[src/rtl/qdec_error_if.sv]
// rtl/qdec_error_if.sv - PID-side register/readout bus of the quadrature decoder
//
// Purpose: groups the PID address, setpoint/clear write strobes and the
//   per-channel readout (error, position, fault) into one bundle.
// Parameters: aw (address width), ew (data width), an (channel count).
// Modports:
//   master - PID / host side: drives a, sp_we, pos_clr, wr_addr, sp_data;
//            receives error, position, fault.
//   slave  - decoder side: the mirror image.
interface qdec_error_if #(
  parameter int aw = 1,
  parameter int ew = 24,
  parameter int an = 1 << aw
);

  logic        [aw-1:0] a;
  logic                 sp_we;
  logic                 pos_clr;
  logic        [aw-1:0] wr_addr;
  logic signed [ew-1:0] sp_data;
  logic signed [ew-1:0] error;
  logic signed [ew-1:0] position;
  logic        [an-1:0] fault;

  modport master (
    output a, sp_we, pos_clr, wr_addr, sp_data,
    input  error, position, fault
  );

  modport slave (
    input  a, sp_we, pos_clr, wr_addr, sp_data,
    output error, position, fault
  );

endinterface

[src/rtl/qdec_error.sv]
// rtl/qdec_error.sv - x4 quadrature decoder bank feeding saturated error to the PID array
//
// Purpose: one quadrature encoder per PID channel is synchronised, decoded
//   (x4) into a signed position counter and compared against a per-channel
//   setpoint. The saturated difference (setpoint - position) and the position
//   of the channel addressed by the PID are presented as registered outputs.
//
// Optional build macro: QDEC_FILTER_EN
//   Defined   - each synchronised phase bit passes a stability filter and only
//               changes after differing from its filtered value for 2^filt
//               consecutive clocks (pin-to-counter latency 3 + 2^filt clocks).
//   Undefined - synchronised bits feed the decoder directly (latency 3 clocks).
//
// Ports:
//   clk_pid  in   PID/system clock
//   reset    in   asynchronous active-low reset
//   enc_a    in   [an] encoder phase A per channel (asynchronous pins)
//   enc_b    in   [an] encoder phase B per channel (asynchronous pins)
//   bus      slave modport of qdec_error_if:
//     a        in   channel presented on error/position
//     sp_we    in   setpoint write strobe (one clock)
//     pos_clr  in   position/fault clear strobe (one clock)
//     wr_addr  in   channel targeted by sp_we / pos_clr
//     sp_data  in   signed setpoint value
//     error    out  registered sat(setpoint[a] - position[a])
//     position out  registered position[a]
//     fault    out  [an] sticky illegal-transition flags
module qdec_error #(
  parameter int aw   = 1,
  parameter int an   = 1 << aw,
  parameter int ew   = 24,
  parameter int filt = 3
) (
  input  logic          clk_pid,
  input  logic          reset,
  input  logic [an-1:0] enc_a,
  input  logic [an-1:0] enc_b,
  qdec_error_if.slave   bus
);

  // Elaboration-time sanity checks on the configuration.
  if (filt < 1) begin : g_bad_filt
    $error("qdec_error: filt must be at least 1");
  end
  if (an > (1 << aw)) begin : g_bad_an
    $error("qdec_error: an exceeds the address range of aw");
  end

  localparam logic signed [ew-1:0] ERR_MAX = {1'b0, {(ew-1){1'b1}}};
  localparam logic signed [ew-1:0] ERR_MIN = {1'b1, {(ew-1){1'b0}}};

  // ---------------------------------------------------------------------------
  // Two-flop synchronisers for the asynchronous encoder pins
  // ---------------------------------------------------------------------------
  logic [an-1:0] sync_a1, sync_a2;
  logic [an-1:0] sync_b1, sync_b2;

  always_ff @(posedge clk_pid or negedge reset) begin
    if (!reset) begin
      sync_a1 <= '0;
      sync_a2 <= '0;
      sync_b1 <= '0;
      sync_b2 <= '0;
    end else begin
      sync_a1 <= enc_a;
      sync_a2 <= sync_a1;
      sync_b1 <= enc_b;
      sync_b2 <= sync_b1;
    end
  end

  // Phase bits as seen by the decoder.
  logic [an-1:0] dec_a;
  logic [an-1:0] dec_b;

`ifdef QDEC_FILTER_EN
  // ---------------------------------------------------------------------------
  // Stability filter: a filtered bit follows its synced input only after the
  // two have disagreed for 2^filt consecutive clocks. Any agreement restarts
  // the run, so shorter pulses never reach the decoder.
  // ---------------------------------------------------------------------------
  logic [filt-1:0] run_a [an];
  logic [filt-1:0] run_b [an];
  logic [an-1:0]   filt_a;
  logic [an-1:0]   filt_b;

  always_ff @(posedge clk_pid or negedge reset) begin
    if (!reset) begin
      filt_a <= '0;
      filt_b <= '0;
      for (int ch = 0; ch < an; ch++) begin
        run_a[ch] <= '0;
        run_b[ch] <= '0;
      end
    end else begin
      for (int ch = 0; ch < an; ch++) begin
        if (sync_a2[ch] == filt_a[ch]) begin
          run_a[ch] <= '0;
        end else if (&run_a[ch]) begin
          filt_a[ch] <= sync_a2[ch];
          run_a[ch]  <= '0;
        end else begin
          run_a[ch] <= run_a[ch] + 1'b1;
        end

        if (sync_b2[ch] == filt_b[ch]) begin
          run_b[ch] <= '0;
        end else if (&run_b[ch]) begin
          filt_b[ch] <= sync_b2[ch];
          run_b[ch]  <= '0;
        end else begin
          run_b[ch] <= run_b[ch] + 1'b1;
        end
      end
    end
  end

  assign dec_a = filt_a;
  assign dec_b = filt_b;
`else
  assign dec_a = sync_a2;
  assign dec_b = sync_b2;
`endif

  // ---------------------------------------------------------------------------
  // x4 decode: compare the current {A,B} against the value seen last clock.
  // Forward Gray order is 00 -> 01 -> 11 -> 10 -> 00.
  // ---------------------------------------------------------------------------
  logic [1:0]    prev [an];
  logic [an-1:0] step_inc;
  logic [an-1:0] step_dec;
  logic [an-1:0] step_bad;

  always_comb begin
    step_inc = '0;
    step_dec = '0;
    step_bad = '0;
    for (int ch = 0; ch < an; ch++) begin
      case ({prev[ch], dec_a[ch], dec_b[ch]})
        4'b00_01, 4'b01_11, 4'b11_10, 4'b10_00: step_inc[ch] = 1'b1;
        4'b00_10, 4'b10_11, 4'b11_01, 4'b01_00: step_dec[ch] = 1'b1;
        // Both phases moved at once: direction is unknowable.
        4'b00_11, 4'b11_00, 4'b01_10, 4'b10_01: step_bad[ch] = 1'b1;
        default: ;
      endcase
    end
  end

  // ---------------------------------------------------------------------------
  // Per-channel state: previous phases, position, setpoint, sticky fault.
  // A clear on a channel overrides a same-clock count or fault on it.
  // ---------------------------------------------------------------------------
  logic signed [ew-1:0] pos [an];
  logic signed [ew-1:0] sp  [an];
  logic [an-1:0]        flt;

  always_ff @(posedge clk_pid or negedge reset) begin
    if (!reset) begin
      flt <= '0;
      for (int ch = 0; ch < an; ch++) begin
        prev[ch] <= 2'b00;
        pos[ch]  <= '0;
        sp[ch]   <= '0;
      end
    end else begin
      for (int ch = 0; ch < an; ch++) begin
        prev[ch] <= {dec_a[ch], dec_b[ch]};

        if (bus.pos_clr && (bus.wr_addr == aw'(ch))) begin
          pos[ch] <= '0;
          flt[ch] <= 1'b0;
        end else begin
          // Wraps silently in two's complement at the extremes.
          if (step_inc[ch]) begin
            pos[ch] <= pos[ch] + 1'b1;
          end else if (step_dec[ch]) begin
            pos[ch] <= pos[ch] - 1'b1;
          end
          if (step_bad[ch]) begin
            flt[ch] <= 1'b1;
          end
        end

        if (bus.sp_we && (bus.wr_addr == aw'(ch))) begin
          sp[ch] <= bus.sp_data;
        end
      end
    end
  end

  // ---------------------------------------------------------------------------
  // Error path: subtract in ew+1 bits, clamp when the top two bits disagree.
  // ---------------------------------------------------------------------------
  logic signed [ew-1:0] sel_sp;
  logic signed [ew-1:0] sel_pos;
  logic        [ew:0]   diff;
  logic signed [ew-1:0] err_next;

  assign sel_sp  = sp[bus.a];
  assign sel_pos = pos[bus.a];
  assign diff    = {sel_sp[ew-1], sel_sp} - {sel_pos[ew-1], sel_pos};

  always_comb begin
    err_next = diff[ew-1:0];
    if (diff[ew] != diff[ew-1]) begin
      err_next = diff[ew] ? ERR_MIN : ERR_MAX;
    end
  end

  always_ff @(posedge clk_pid or negedge reset) begin
    if (!reset) begin
      bus.error    <= '0;
      bus.position <= '0;
    end else begin
      bus.error    <= err_next;
      bus.position <= sel_pos;
    end
  end

  assign bus.fault = flt;

endmodule

[src/flat_wrapper.sv]
// flat-port wrapper written by rule: the top's interface ports become plain ports
module qdec_error_flat 
#(
  parameter int aw   = 1,
  parameter int an   = 1 << aw,
  parameter int ew   = 24,
  parameter int filt = 3
)
  (clk_pid, reset, enc_a, enc_b, bus_a, bus_sp_we, bus_pos_clr, bus_wr_addr, bus_sp_data, bus_error, bus_position, bus_fault);
  qdec_error_if #(.aw(aw), .ew(ew), .an(an)) bus_i ();
  input  logic clk_pid;
  input  logic reset;
  input  logic [an-1:0] enc_a;
  input  logic [an-1:0] enc_b;
  input wire logic [$bits(bus_i.a)-1:0] bus_a;
  input wire logic [$bits(bus_i.sp_we)-1:0] bus_sp_we;
  input wire logic [$bits(bus_i.pos_clr)-1:0] bus_pos_clr;
  input wire logic [$bits(bus_i.wr_addr)-1:0] bus_wr_addr;
  input wire logic [$bits(bus_i.sp_data)-1:0] bus_sp_data;
  output wire logic [$bits(bus_i.error)-1:0] bus_error;
  output wire logic [$bits(bus_i.position)-1:0] bus_position;
  output wire logic [$bits(bus_i.fault)-1:0] bus_fault;
  assign bus_i.a = bus_a;
  assign bus_i.sp_we = bus_sp_we;
  assign bus_i.pos_clr = bus_pos_clr;
  assign bus_i.wr_addr = bus_wr_addr;
  assign bus_i.sp_data = bus_sp_data;
  assign bus_error = bus_i.error;
  assign bus_position = bus_i.position;
  assign bus_fault = bus_i.fault;
  qdec_error #(.aw(aw), .an(an), .ew(ew), .filt(filt)) u_core (.clk_pid(clk_pid), .reset(reset), .enc_a(enc_a), .enc_b(enc_b), .bus(bus_i));
endmodule
[config.mk]
export PLATFORM = sky130hd
export DESIGN_NAME = qdec_error_flat
export DESIGN_NICKNAME = d
export VERILOG_FILES = /design/src/rtl/qdec_error_if.sv /design/src/rtl/qdec_error.sv /design/src/flat_wrapper.sv
export SDC_FILE = /design/constraint.sdc
export NUM_CORES = 1
export LEC_CHECK = 0
export ABC_AREA = 1
export BUFFER_PORTS_ARGS = -buffer_cell sky130_fd_sc_hd__buf_4
export CORE_MARGIN = 2
export CORE_UTILIZATION = 55
export CTS_CLUSTER_DIAMETER = 60
export CTS_CLUSTER_SIZE = 8
export DETAILED_ROUTE_END_ITERATION = 12
export PLACE_DENSITY = 0.7
export REMOVE_ABC_BUFFERS = 1
export SLEW_MARGIN = 0
export SYNTH_ARGS = -nofsm -noshare
export SYNTH_HDL_FRONTEND = slang
export SYNTH_SLANG_ARGS = --single-unit
export TNS_END_PERCENT = 100
[constraint.sdc]
create_clock -name clk_pid -period 3.3 [get_ports clk_pid]
set_clock_uncertainty 0.2 [all_clocks]
set_input_delay 0.99 -clock clk_pid [delete_from_list [all_inputs] [get_ports clk_pid]]
set_output_delay 0.99 -clock clk_pid [all_outputs]
set_load 0.02 [all_outputs]
# Yosys cells after proc, flatten, opt, wreduce, memory -nomap -nowiden
# Cells that the tools add are included.
word_totals:
  reg_bits: 158
  inputBits: 34
  elab_cells: 85
  output_inout_bits: 50
op_classes:
  n_reduce_logical: 14
  muxes: 24
  bitwise_logic: 2
  n_lt_le_gt_ge: 1
  n_eq_ne: 25
  add_sub_neg: 5
op_table:
  columns: ["op", "n"]
  rows:
  - ["24-bit two-way mux", 14]
  - ["24-bit by 1-bit adder with 24-bit output (second input constant)", 2]
  - ["4-bit == test (second input constant)", 12]
  - ["24-bit by 1-bit subtractor with 24-bit output (second input constant)", 2]
  - ["24-bit by 24-bit subtractor with 25-bit output", 1]
  - ["4-bit by 3-bit == test with 1-bit output (second input constant)", 6]
  - ["4-bit OR reduction", 6]
  - ["4-bit by 2-bit == test with 1-bit output (second input constant)", 4]
  - ["1-bit two-way mux", 10]
  - ["4-bit by 1-bit == test with 1-bit output (second input constant)", 2]
  - ["3-bit nonzero test", 2]
  - ["1-bit logical AND", 4]
  - ["2-bit nonzero test", 2]
  - ["2-bit >= comparator (second input constant)", 1]
  - ["1-bit inverter with 2-bit output", 1]
  - ["1-bit inequality test", 1]
  - ["1-bit inverter", 1]

# Depth between registers and ports, before layout
logic_depth:
  word_depth: 7
  depth_mapped: 19

# Worst setup path after synthesis
# OpenSTA, ideal clock, no wires.
synth_path:
  kind: "input-to-reg"
  startpoint: "in bus_a"
  endpoint: "reg u_core.bus.error[10]"
  setup_ns: 0.121
  arrival_ns: 3.317
  setup_slack_ns: -0.337
  t_required_ns: 2.979
  path_buffers: 3
  path_stages: 15
  path_cell_list: "clkbuf_1 > clkbuf_1 > mux2_2 > fa_1 > nand2_1 > nand2_1 > nand3_1 > nand2_2 > nand2_1 > nand4_2 > nand2_2 > nand2_4 > buf_6 > nand2_1 > nand2_1"
synth_between:
  elab_chain_len: 7
  elab_cells_between_ends: 11
  classes_between: "1 x add/sub; 1 x eq/ne; 8 x mux; 1 x bitwise"
synth_rtl:
  columns: ["element", "line", "text"]
  rows:
  - ["start: declaration", "flat_wrapper.sv:15", "input wire logic [$bits(bus_i.a)-1:0] bus_a;"]
  - ["1-bit inverter with 2-bit output (not written as such) *", "qdec_error.sv:199, qdec_error.sv:200", null]
  - ["24-bit two-way mux, on equally long branches (3 in series)", "qdec_error.sv:199, qdec_error.sv:200", null]
  - ["24-bit by 24-bit subtractor with 25-bit output *", "qdec_error.sv:201", "assign diff = {sel_sp[ew-1], sel_sp} - {sel_pos[ew-1], sel_pos};"]
  - ["24-bit two-way mux / 1-bit inequality test (equally long branches)", "qdec_error.sv:206, qdec_error.sv:205", null]
  - ["24-bit two-way mux *", "qdec_error.sv:205", "if (diff[ew] != diff[ew-1]) begin"]
  - ["net u_core.err_next[10]", "qdec_error.sv:197", "logic signed [ew-1:0] err_next;"]
  - ["end signal: assignment", "qdec_error.sv:215", "bus.error <= err_next;"]
  - ["end: declaration", "qdec_error_if.sv:32", "output error, position, fault"]
# Mark *: on every way through the listed nets, which the timed path passes. The rest lies on a longest branch. The select of a mux whose other input is x is not followed.
# A chain may end at the register's enable or synchronous reset.

# Worst setup path after layout
layout_path:
  startpoint: "in bus_a"
  endpoint: "reg u_core.bus.error[9]"
# Same word-level chain as after synthesis.

==> impl_metrics.tcl <==
set metrics [dict create \
    dp_hpwl_mm 22.02 \
    grt_max_degree 57 \
    start_util 0.5652 \
    post_cts_resized 0 \
    drc_errors 0 \
    ys_types 42 \
    synth-edff-count 0 \
    die_h_microns 140.6 \
    finalSetupTns_ps 0 \
    path_buf_inv 4 \
    syn_avg_cell_area_sq_um 7.384 \
    ys_seq_elements 158 \
    critical_path_class "input port to flip-flop" \
    synth_flop_cell "dfrtp_1" \
    grt_pass1_vias 9521 \
    crit_family "simple AND/OR/NAND/NOR gates" \
    fmax_mhz 315.1 \
    hold_viol 0 \
    ir_worst_vdd_mv 0.5068 \
    firstDrtPassIters 5 \
    cp-end-kind "flip-flop" \
    layout_common_cells "nand2_1 (416), buf_4 (192), inv_1 (184)" \
    portBuffers 83 \
    wl_mm 29.81 \
    worstPathCellList "buf_6 -> clkbuf_16 -> mux2_2 -> ha_1 -> a21oi_2 -> nand2_1 -> nand2_1 -> nand2_1 -> nand2_1 -> nand3_1 -> nand2_1 -> buf_4 -> nand4_2 -> buf_12 -> nand2_1" \
    fin_ws_ps 125.9 \
    drtIter0Drc 823 \
    grt_overflow 0 \
    crit_fanout 23 \
    fillers 1531 \
    cts_tree "built" \
    r2r_setup_slack_ps 360 \
    setup_violations 0 \
    syn-cell-area_sq_um 10260 \
    rows 49 \
    relSlewSlack 0.6253 \
    gp_congestion 0.9437 \
    min_path_type "flip-flop to flip-flop" \
    insertion_delay_ps 440 \
    layout_commonest_cell "nand2_1" \
    antenna_found_initial 0 \
    die_w_microns 140.6 \
    postPlaceCellArea_sq_um 11980 \
    yosysSeqAreaShare 0.3855 \
    cap_violations 0 \
    final_antenna_net_count 0 \
    grtUsageTotal 0.3038 \
    r2r_start "u_core.dec_b[0]" \
    nets 1687 \
    area_growth_pct 24.51 \
    preCtsSetupSlack_ps -402.9 \
    die_area_sq_um 19760 \
    finalCritPeriodShare 0.9618 \
    worst_pin_slew_ps 558.3 \
    hold_buffers 0 \
    post-route-util 0.7037 \
    synth_cells 1389 \
    startpoint "bus_a" \
    p_per_area_nw_per_um2 968.6 \
    drt-wirelength-per-cell_microns 16.34 \
    arrival_ps 3340 \
    ys_top_cells_by_area "dfrtp_1 (39%), nand2_1 (15%), ha_1 (8.3%)" \
    antenna-diode-count 0 \
    crit_path_top_delay_cell "ha_1" \
    ctsLongestPathBuffers 2 \
    power.leakage_nw 6.831 \
    yosysTopAreaCell "dfrtp_1" \
    cts_setup_buffers 0 \
    cts.reportedPaths.clkPinSlew_ps 70 \
    min-delay-start "u_core.sync_a1[0]" \
    clock-sinks 158 \
    cpPeakStageDelay_ps 360 \
    worstPathRequired_ps 3470 \
    grt_pass1_wl_mm 47.58 \
    drive_gt1_frac 0.1812 \
    fin_crit_ps 3174 \
    routed_via_density 5.365 \
    slew_violations 0 \
    ioPinCount 84 \
    status "complete, no violations" \
    core_area_sq_um 18150 \
    synth_warnings 0 \
    cts_htree_levels 4 \
    cts_root_buf "clkbuf_16" \
    grt_setup_unrepaired "no" \
    finish.instance_area_sq_um 12770 \
    crit_top_cell "nand2_1" \
    cp-start-kind "input port" \
    cts_buffers 17 \
    synth_top_area_frac 0.3855 \
    num_vias 9786 \
    ys_async_sr_fraction 1.000 \
]
[final cells by class]
type                       instances  area, sq um  area share
multi-input combinational       1019         5585      0.4374
timing repair buffer             202         1634      0.1280
sequential                       158         3954      0.3096
inverter                         184        690.7     0.05409
tap                              229        286.5     0.02244
clock inverter                    13        176.4     0.01382
clock buffer                      19        442.9     0.03469
[through the flow]
stage          power (mW)  hold WS, ps  cells
2_1_floorplan       7.310        131.2   1360
3_3_place_gp        9.862        131.5   1789
3_5_place_dp        9.972        135.6   1789
4_1_cts             12.15        152.1   1821
5_1_grt             13.35        163.1   1824
6_report            12.37        150.0   1824
[power breakdown]
group | switching, mW | internal, mW | total (mW) | leakage, nW
Clock | 0.890 | 1.23 | 2.12 | 0.299
Combinational | 4.35 | 2.98 | 7.33 | 4.60
Sequential | 0.388 | 2.54 | 2.92 | 1.93
Total | 5.62 | 6.74 | 12.4 | 6.83
[synth_stat cells, types with 18 or more instances]
cell      instances
mux2_2           24
nor2_1           92
o21ai_0         138
a21oi_1          85
inv_1           184
clkbuf_1         18
nand4_1          18
dfrtp_1         158
nand2_1         418
nand3_1          57
ha_1             68
[routing by layer]
| layer | vias to the layer above | wire length [microns] | global-route usage | part of all wire |
|---|---|---|---|---|
| met5 | - | 0 | 0 | 0 |
| met4 | 0 | 758 | 0.1142 | 0.025 |
| met3 | 47 | 1760 | 0.05436 | 0.059 |
| met2 | 302 | 13210 | 0.4703 | 0.44 |
| met1 | 4546 | 14080 | 0.4293 | 0.47 |
| li1 | 4891 | - | - | - |
[registers in the layout (all words and copies together), names as in the netlist]
name and cells:
u_core.pos 48, u_core.bus.fault 2, u_core.sync_a1 2, u_core.bus.position 24
u_core.sp 48, u_core.bus.error 24, u_core.dec_b 2, u_core.dec_a 2
u_core.prev 4, u_core.sync_b1 2
[logic make-up (layout without fill, tap and decap cells)]
| kind of cell | Yosys count | after routing | synth area share |
|---|---|---|---|
| multiplexers | 25 | 25 | 0.02733 |
| AO/OA/AOI/OAI | 260 | 260 | 0.1342 |
| XOR/XNOR | 34 | 34 | 0.02903 |
| flip-flops | 158 | 158 | 0.3855 |
| buffers and inverters | 213 | 418 | 0.08088 |
| adder cells (fa/ha/maj) | 71 | 71 | 0.08881 |
| AND/OR/NAND/NOR | 628 | 629 | 0.2542 |
[worst paths after layout]
check,end,cells past startpoint
worst min register to register,u_core.dec_a[0],0
worst max register to register,u_core.pos[43],13
worst max-delay path,u_core.bus.error[9],15
max in group asynchronous,u_core.sp[19],2
worst min-delay path,u_core.dec_a[0],0
min in group asynchronous,u_core.pos[4],1
(Power assumes the default switching activity.)
